[src/rtl/netdelay_multi.sv]
`timescale 1ns/1ps
`default_nettype none
// ============================================================================
// Module      : netdelay_multi
// Description : Multi-channel clocked net-delay element with independent
//               rise/fall delays and inertial (pulse-rejecting) filtering.
//               Each channel follows its (optionally inverted) input after
//               a programmable number of clock cycles. A target that does
//               not stay stable for the full applicable delay is discarded
//               and flagged with a one-cycle glitch pulse.
//
// Parameters  : N_CH   - number of independent channels
//               DW     - width of the delay configuration ports
//               INVERT - 1: channel target is ~x (inverter), 0: x (buffer)
//               RST_Y  - value loaded into every y bit on reset
//
// Ports       : clk      in   system clock, rising edge active
//               rst      in   asynchronous active-high reset
//               x        in   [N_CH] channel inputs, synchronous to clk
//               rise_dly in   [DW]   cycles for a 0->1 output transition
//               fall_dly in   [DW]   cycles for a 1->0 output transition
//               y        out  [N_CH] delayed channel outputs (registered)
//               busy     out  [N_CH] channel target differs from y (comb)
//               glitch   out  [N_CH] one-cycle pulse on a cancelled
//                                    pending transition (registered)
//
// Revision    : 1.0 - initial release
// ============================================================================
module netdelay_multi #(
    parameter int N_CH   = 8,
    parameter int DW     = 4,
    parameter bit INVERT = 1'b1,
    parameter bit RST_Y  = 1'b0
) (
    input  logic            clk,
    input  logic            rst,
    input  logic [N_CH-1:0] x,
    input  logic [DW-1:0]   rise_dly,
    input  logic [DW-1:0]   fall_dly,
    output logic [N_CH-1:0] y,
    output logic [N_CH-1:0] busy,
    output logic [N_CH-1:0] glitch
);

    localparam logic [DW-1:0] c_dly_one = {{(DW-1){1'b0}}, 1'b1};
    localparam logic [DW:0]   c_inc     = {{DW{1'b0}}, 1'b1};

    // A programmed delay of zero behaves exactly like a delay of one: the
    // output follows at the first edge that sees the new target. Folding
    // this once here keeps the per-channel compare simple.
    logic [DW-1:0] w_rise_eff;
    logic [DW-1:0] w_fall_eff;

    assign w_rise_eff = (rise_dly == '0) ? c_dly_one : rise_dly;
    assign w_fall_eff = (fall_dly == '0) ? c_dly_one : fall_dly;

    genvar gi;
    generate
        for (gi = 0; gi < N_CH; gi = gi + 1) begin : g_ch
            logic          r_y;
            logic          r_glitch;
            // Number of consecutive edges the target has already differed
            // from y without being committed. Never exceeds 2^DW-2 because
            // the commit fires once cnt+1 reaches the delay (max 2^DW-1).
            logic [DW-1:0] r_cnt;

            logic          w_tgt;
            logic [DW-1:0] w_dly;
            logic [DW:0]   w_cnt_inc;
            logic          w_mismatch;
            logic          w_done;

            assign w_tgt      = x[gi] ^ INVERT;
            // Delay is selected by the direction the output would move in,
            // which is given by the target value itself.
            assign w_dly      = w_tgt ? w_rise_eff : w_fall_eff;
            // One extra bit so the compare cannot wrap at the top count.
            assign w_cnt_inc  = {1'b0, r_cnt} + c_inc;
            // The current edge counts as one of the D stable edges, so the
            // transition commits when cnt+1 >= D. Re-evaluating against the
            // live delay lets a shrunk delay commit immediately.
            assign w_done     = (w_cnt_inc >= {1'b0, w_dly});
            assign w_mismatch = (w_tgt != r_y);

            always_ff @(posedge clk or posedge rst) begin
                if (rst) begin
                    r_y      <= RST_Y;
                    r_cnt    <= '0;
                    r_glitch <= 1'b0;
                end else if (!w_mismatch) begin
                    // Target fell back to the current output. If something
                    // was pending, that pulse was too short: drop it and flag.
                    r_cnt    <= '0;
                    r_glitch <= (r_cnt != '0);
                end else if (w_done) begin
                    r_y      <= w_tgt;
                    r_cnt    <= '0;
                    r_glitch <= 1'b0;
                end else begin
                    r_cnt    <= w_cnt_inc[DW-1:0];
                    r_glitch <= 1'b0;
                end
            end

            assign y[gi]      = r_y;
            assign glitch[gi] = r_glitch;
            assign busy[gi]   = w_mismatch;
        end
    endgenerate

endmodule
`default_nettype wire
[config.mk]
export PLATFORM = sky130hd
export DESIGN_NAME = netdelay_multi
export DESIGN_NICKNAME = d
export VERILOG_FILES = /design/src/rtl/netdelay_multi.sv
export SDC_FILE = /design/constraint.sdc
export NUM_CORES = 1
export LEC_CHECK = 0
export BUFFER_PORTS_ARGS = -buffer_cell sky130_fd_sc_hd__buf_2
export CAP_MARGIN = 5
export CORE_UTILIZATION = 51
export CTS_CLUSTER_DIAMETER = 200
export DETAILED_ROUTE_END_ITERATION = 10
export PLACE_DENSITY = 0.67
export SETUP_SLACK_MARGIN = 0.2
export SLEW_MARGIN = 20
export SYNTH_ARGS = -nofsm -noshare
export SYNTH_HDL_FRONTEND = slang
export SYNTH_SLANG_ARGS = --single-unit
[constraint.sdc]
create_clock -name clk -period 2.9 [get_ports clk]
set_clock_uncertainty 0.2 [all_clocks]
set_input_delay 0.58 -clock clk [delete_from_list [all_inputs] [get_ports clk]]
set_output_delay 0.58 -clock clk [all_outputs]
set_load 0.05 [all_outputs]
# --- Yosys cells after proc, flatten, opt, wreduce, memory -nomap -nowiden ---
# Cells that the tools add are included.
# W data, S select, Z words.
classes:
  add_sub_neg: 8
  n_lt_le_gt_ge: 8
  n_eq_ne: 8
  mux: 34
  bitwise: 8
  n_reduce_logical: 18
ops:
  columns: ["op", "n"]
  rows:
  - ["$mux W4", 26]
  - ["$add A4 B1 Y5 const B", 8]
  - ["$ge A5 B4 Y1", 8]
  - ["$reduce_bool A4 Y1", 8]
  - ["$reduce_and A2 Y1", 8]
  - ["$logic_not A4 Y1", 2]
  - ["$mux W1", 8]
  - ["$ne A1 B1 Y1", 8]
  - ["$not A1 Y1", 8]
totals:
  reg_bits: 48
  input_bits: 18
  output_inout_bits: 24
  elab_cells: 108

# --- Depth between registers and ports, before layout ---
depth:
  ltp_word: 6
  depth_mapped: 9
  mapped_depth_nobuf: 8

# --- Worst setup path after synthesis ---
# OpenSTA, ideal clock, no wires.
synth_path:
  kind: "in2reg"
  from: "in fall_dly[3]"
  to: "reg g_ch[5].r_cnt[2]"
  arrival_ns: 2.039
  slack_ns: 0.592
  path_stages: 9
  cell_sequence: "buf_4 -> nor3_1 -> nor2_1 -> a21oi_1 -> ha_1 -> nand2b_1 -> a31oi_2 -> o211ai_2 -> nor2b_2"
synth_between:
  elab_chain_len: 6
synth_rtl:
  columns: ["element", "line", "text"]
  rows:
  - ["start, declared", "39", "input logic [DW-1:0] fall_dly,"]
  - ["$logic_not A4 Y1", "55", "assign w_fall_eff = (fall_dly == '0) ? c_dly_one : fall_dly;"]
  - ["$mux W4 *", "55", null]
  - ["$mux W4 *", "76", "assign w_dly = w_tgt ? w_rise_eff : w_fall_eff;"]
  - ["$ge A5 B4 Y1 *", "82", "assign w_done = (w_cnt_inc >= {1'b0, w_dly});"]
  - ["$mux W4 *", "95", "end else if (w_done) begin"]
  - ["$mux W4 *", "90", "end else if (!w_mismatch) begin"]
  - ["end signal, assigned", "100", "r_cnt <= w_cnt_inc[DW-1:0];"]
  - ["end, declared", "65", "logic [DW-1:0] r_cnt;"]
# Every way passes the cells marked *; elsewhere a longest branch is shown, timed or not.
# A chain may end at the register's enable or synchronous reset.

# --- Final worst setup path ---
layout_path:
  from: "in rise_dly[3]"
  to: "reg g_ch[0].r_cnt[2]"
layout_between:
  elab_chain_len: 6
layout_rtl:
  columns: ["element", "line", "text"]
  rows:
  - ["start, declared", "38", "input logic [DW-1:0] rise_dly,"]
  - ["$logic_not A4 Y1", "54", "assign w_rise_eff = (rise_dly == '0) ? c_dly_one : rise_dly;"]
  - ["$mux W4 *", "54", null]
  - ["$mux W4 *", "76", null]
  - ["$ge A5 B4 Y1 *", "82", null]
  - ["$mux W4 *", "95", null]
  - ["$mux W4 *", "90", null]
  - ["end signal, assigned", "100", null]
  - ["end, declared", "65", null]
# Marked as above.

==> impl_metrics.csv <==
group,metric,value,unit
logic_synthesis,ys_types,26,
global_route,number_of_antenna_violations_at_the_first_check_in_global_routing,0,
power,seqPwrFrac,0.316,
power,sw_frac_of_total,0.493,
power,power_switching,1.67,mW
sta,rsz0062_at_grt,"no",
sta,max-slew-margin-rel,0.675,
global_route,first_global_vias,2353,
setup_path,crit_chain,"buf_2 > nor3_4 > nor3_1 > a21oi_1 > ha_1 > nand2b_1 > a31oi_1 > o211ai_1 > nor2b_1",
finish,fin_area,3730,um^2
setup_path,required,2.93,ns
floorplanning,floorplan.die.width,85.8,um
floorplanning,dieArea,7360,um^2
setup_path,worstSetupEndpointType,"flop",
setup_path,crit_path_slowest_cell,"sky130_fd_sc_hd__nor3_4",
logic_synthesis,post_synth.cell_area_avg,10.1,um^2
setup_path,cp.arrival,2.37,ns
sta,worst_pin_slew,0.486,ns
floorplanning,fp-row-count,30,
clock_tree,clock_latency,0.30,ns
setup_path,crit_path_max_fanout,9,
sta,peak_freq,427,MHz
clock_tree,clock_tree_from_tritoncts,"built",
run,max_cap_violations,0,
sta,final_min_period_over_clock_period,0.808,
global_route,globalRoute.totalOverflow,0,
route,drt_first_iter_violations,54,
clock_tree,cts-buffers-inserted,5,
finish,diodes,0,
placed_design,dpl-instance-area,3640,um^2
route,wl_per_cell,13.1,um
setup_path,worstSetupPathType,"in2reg",
global_route,gr-usage-all-layers,0.188,
floorplanning,fp.coreArea,6790,um^2
placed_design,finalWeightedCongestion,0.775,
power,combinationalPowerShare,0.563,
route,firstDrtPassIters,4,
finish,post_route_cells_drive_above_1_share,0.192,
route,routed_wirelength,6.10,mm
power,power.density_cell_area,911,nW/um^2
floorplanning,die_h,85.8,um
power,ir_worst_vdd,0.444,mV
global_route,grt_start_max_net_pins,49,
sta,setup-violations-final,0,
placed_design,port_buffer_cells,41,
outcome,run_status,"complete, no violations",
clock_tree,numClockSinks,48,
logic_synthesis,synth_cells,355,
hold_path,timing.hold.worst.class,"in2async",
power,cellLeakagePower,2.00,nW
finish,flow.area_growth_from_synthesis,4.23,%
floorplanning,initial_core_util,0.527,
logic_synthesis,syn-cell-area,3580,um^2
logic_synthesis,warnings_from_yosys,0,
sta,period_needed,2.34,ns
clock_tree,cts_hold_repair.buffers,0,
logic_synthesis,ys_seq_elements,48,
sta,final_hold_viol_count,0,
setup_path,critPathLaunchType,"input port",
clock_tree,post_cts_resize_count,0,
clock_tree,ctsRootBufferMaster,"sky130_fd_sc_hd__clkbuf_8",
placed_design,dp_hpwl,4.72,mm
finish,design.final.nets,434,
clock_tree,cts.path.max_buffers,2,
setup_path,critPathMaxStageDelay,0.34,ns
global_route,wire_length_of_the_first_global_routing_pass,10.8,mm
floorplanning,top_level_ports,42,
logic_synthesis,ys_seq_area_frac,0.336,
power,p_int,1.72,mW
sta,timing.setup.tns,0,ns
logic_synthesis,syn-num-nets,421,
clock_tree,post-cts-setup-buffers,0,
clock_tree,clkSlewWorstSetupHoldPaths,0.09,ns
power,clock_power_share,0.122,
sta,timing_max_transition_violations_final,0,
route,vias,2296,
route,ant_nets,0,
route,remaining_drc_errors,0,
clock_tree,cts.htree.levels,2,
route,drt_via_density,4.94,
## flip-flops by register name, indices dropped and copies added, names as in the netlist
name	flops
g_ch.r_glitch	8
g_ch.r_cnt	32
g_ch.r_y	8
## synth_stat cells (all sizes together)
cell    instances  area share
nor3           10       0.017
o21ai           8       0.013
a21oi          16       0.022
nor2b          16       0.031
mux2i          32       0.090
xor2            8       0.020
xnor2          16       0.056
o211ai          8       0.020
nand3           8       0.011
a21o            8       0.017
buf            38       0.085
nand2b          8       0.014
clkbuf          1      0.0010
dfrtp          48        0.34
nor2           25       0.026
a31oi          16       0.031
inv            41       0.043
ha             48        0.17
## cell usage in the layout, fill, tap and decap left out
| master | instances |
|---|---|
| sky130_fd_sc_hd__ha_1 | 48 |
| sky130_fd_sc_hd__dfrtp_1 | 48 |
| sky130_fd_sc_hd__buf_2 | 41 |
| sky130_fd_sc_hd__inv_1 | 40 |
| sky130_fd_sc_hd__mux2i_1 | 32 |
| sky130_fd_sc_hd__nor2_1 | 25 |
| sky130_fd_sc_hd__a21oi_1 | 16 |
| sky130_fd_sc_hd__a31oi_1 | 14 |
| sky130_fd_sc_hd__nor2b_1 | 12 |
| sky130_fd_sc_hd__nor3_1 | 9 |
| sky130_fd_sc_hd__xor2_1 | 8 |
| sky130_fd_sc_hd__nand3_1 | 8 |
| sky130_fd_sc_hd__xnor2_1 | 8 |
| sky130_fd_sc_hd__xnor2_2 | 8 |
| sky130_fd_sc_hd__nand2b_1 | 8 |
| sky130_fd_sc_hd__a21o_1 | 8 |
| sky130_fd_sc_hd__o211ai_1 | 6 |
| sky130_fd_sc_hd__o21ai_1 | 6 |
| sky130_fd_sc_hd__clkbuf_8 | 6 |
| sky130_fd_sc_hd__nor2b_2 | 4 |
| sky130_fd_sc_hd__buf_4 | 3 |
| sky130_fd_sc_hd__a31oi_2 | 2 |
| sky130_fd_sc_hd__o211ai_2 | 2 |
| sky130_fd_sc_hd__o21ai_2 | 2 |
| sky130_fd_sc_hd__clkbuf_1 | 2 |
| sky130_fd_sc_hd__nor3_4 | 1 |
| sky130_fd_sc_hd__inv_2 | 1 |
| sky130_fd_sc_hd__buf_12 | 1 |
## layer usage
layer  track usage  up-vias  wire length, um
met5             0        -                0
met4        0.0621        0               92
met3        0.0289        8              158
met2         0.318       37             2880
met1         0.246     1061             2970
li1              -     1190                -
## final timing paths
kind,startpoint,endpoint,slack (ns),cells past startpoint
worst max-delay path,rise_dly[3],g_ch[0].r_cnt[2]$_DFF_PP0_,0.56,9
worst min-delay path,rst,g_ch[7].r_y$_DFFE_PP0P_,0.10,3
worst max register to register,g_ch[4].r_cnt[0]$_DFF_PP0_,g_ch[4].r_cnt[3]$_DFF_PP0_,0.66,7
worst min register to register,g_ch[3].r_cnt[0]$_DFF_PP0_,g_ch[3].r_cnt[0]$_DFF_PP0_,0.33,1
max in group asynchronous,rst,g_ch[6].r_y$_DFFE_PP0P_,2.17,3
min in group clk,g_ch[3].r_cnt[0]$_DFF_PP0_,g_ch[3].r_cnt[0]$_DFF_PP0_,0.33,1
## kinds of logic (layout without fill, tap and decap cells)
group,Yosys count,after routing,share of synthesized area
flip-flops,48,48,0.336
multiplexers,32,32,0.0895
buffers and inverters,80,94,0.129
XOR/XNOR,24,24,0.0755
AND/OR/NAND/NOR,67,67,0.0993
AO/OA/AOI/OAI,56,56,0.103
adder cells (fa/ha/maj),48,48,0.168
## per-stage QoR
step                      utilization  power [mW]  setup slack (ns)  std cells  hold WS (ns)
after CTS                       0.549        3.44             0.562        465         0.114
final                           0.549        3.40             0.557        465         0.105
after detailed placement        0.536        3.02             0.247        457         0.322
after global placement          0.536        2.97             0.341        457         0.321
after floorplan                     -        2.84             0.592        355         0.277
after global routing            0.549        3.68             0.368        465         0.118
## area by class of cell
type	count	area, um^2
Fill cell	586	3060
Multi-Input combinational cell	227	1920
Sequential cell	48	1200
Timing Repair Buffer	45	248
Inverter	41	154
Tap cell	96	120
Clock buffer	8	90.1
## power groups by stage
| stage | sequential [mW] | clock [mW] | combinational (mW) |
|---|---|---|---|
| final | 1.07 | 0.413 | 1.91 |
| after global routing | 1.11 | 0.459 | 2.11 |
| after CTS | 1.07 | 0.432 | 1.93 |
| after detailed placement | 1.09 | 0 | 1.93 |
| after global placement | 1.08 | 0 | 1.89 |
| after floorplan | 1.04 | 0 | 1.79 |
## worst max-delay path, delay by kind of cell
kind,cells,cell delay [ns]
fa+ha+maj,1,0.25
simple gates,4,0.72
compound gates,3,0.63
buf+inv,1,0.18
Power figures use the tool's default switching activity.
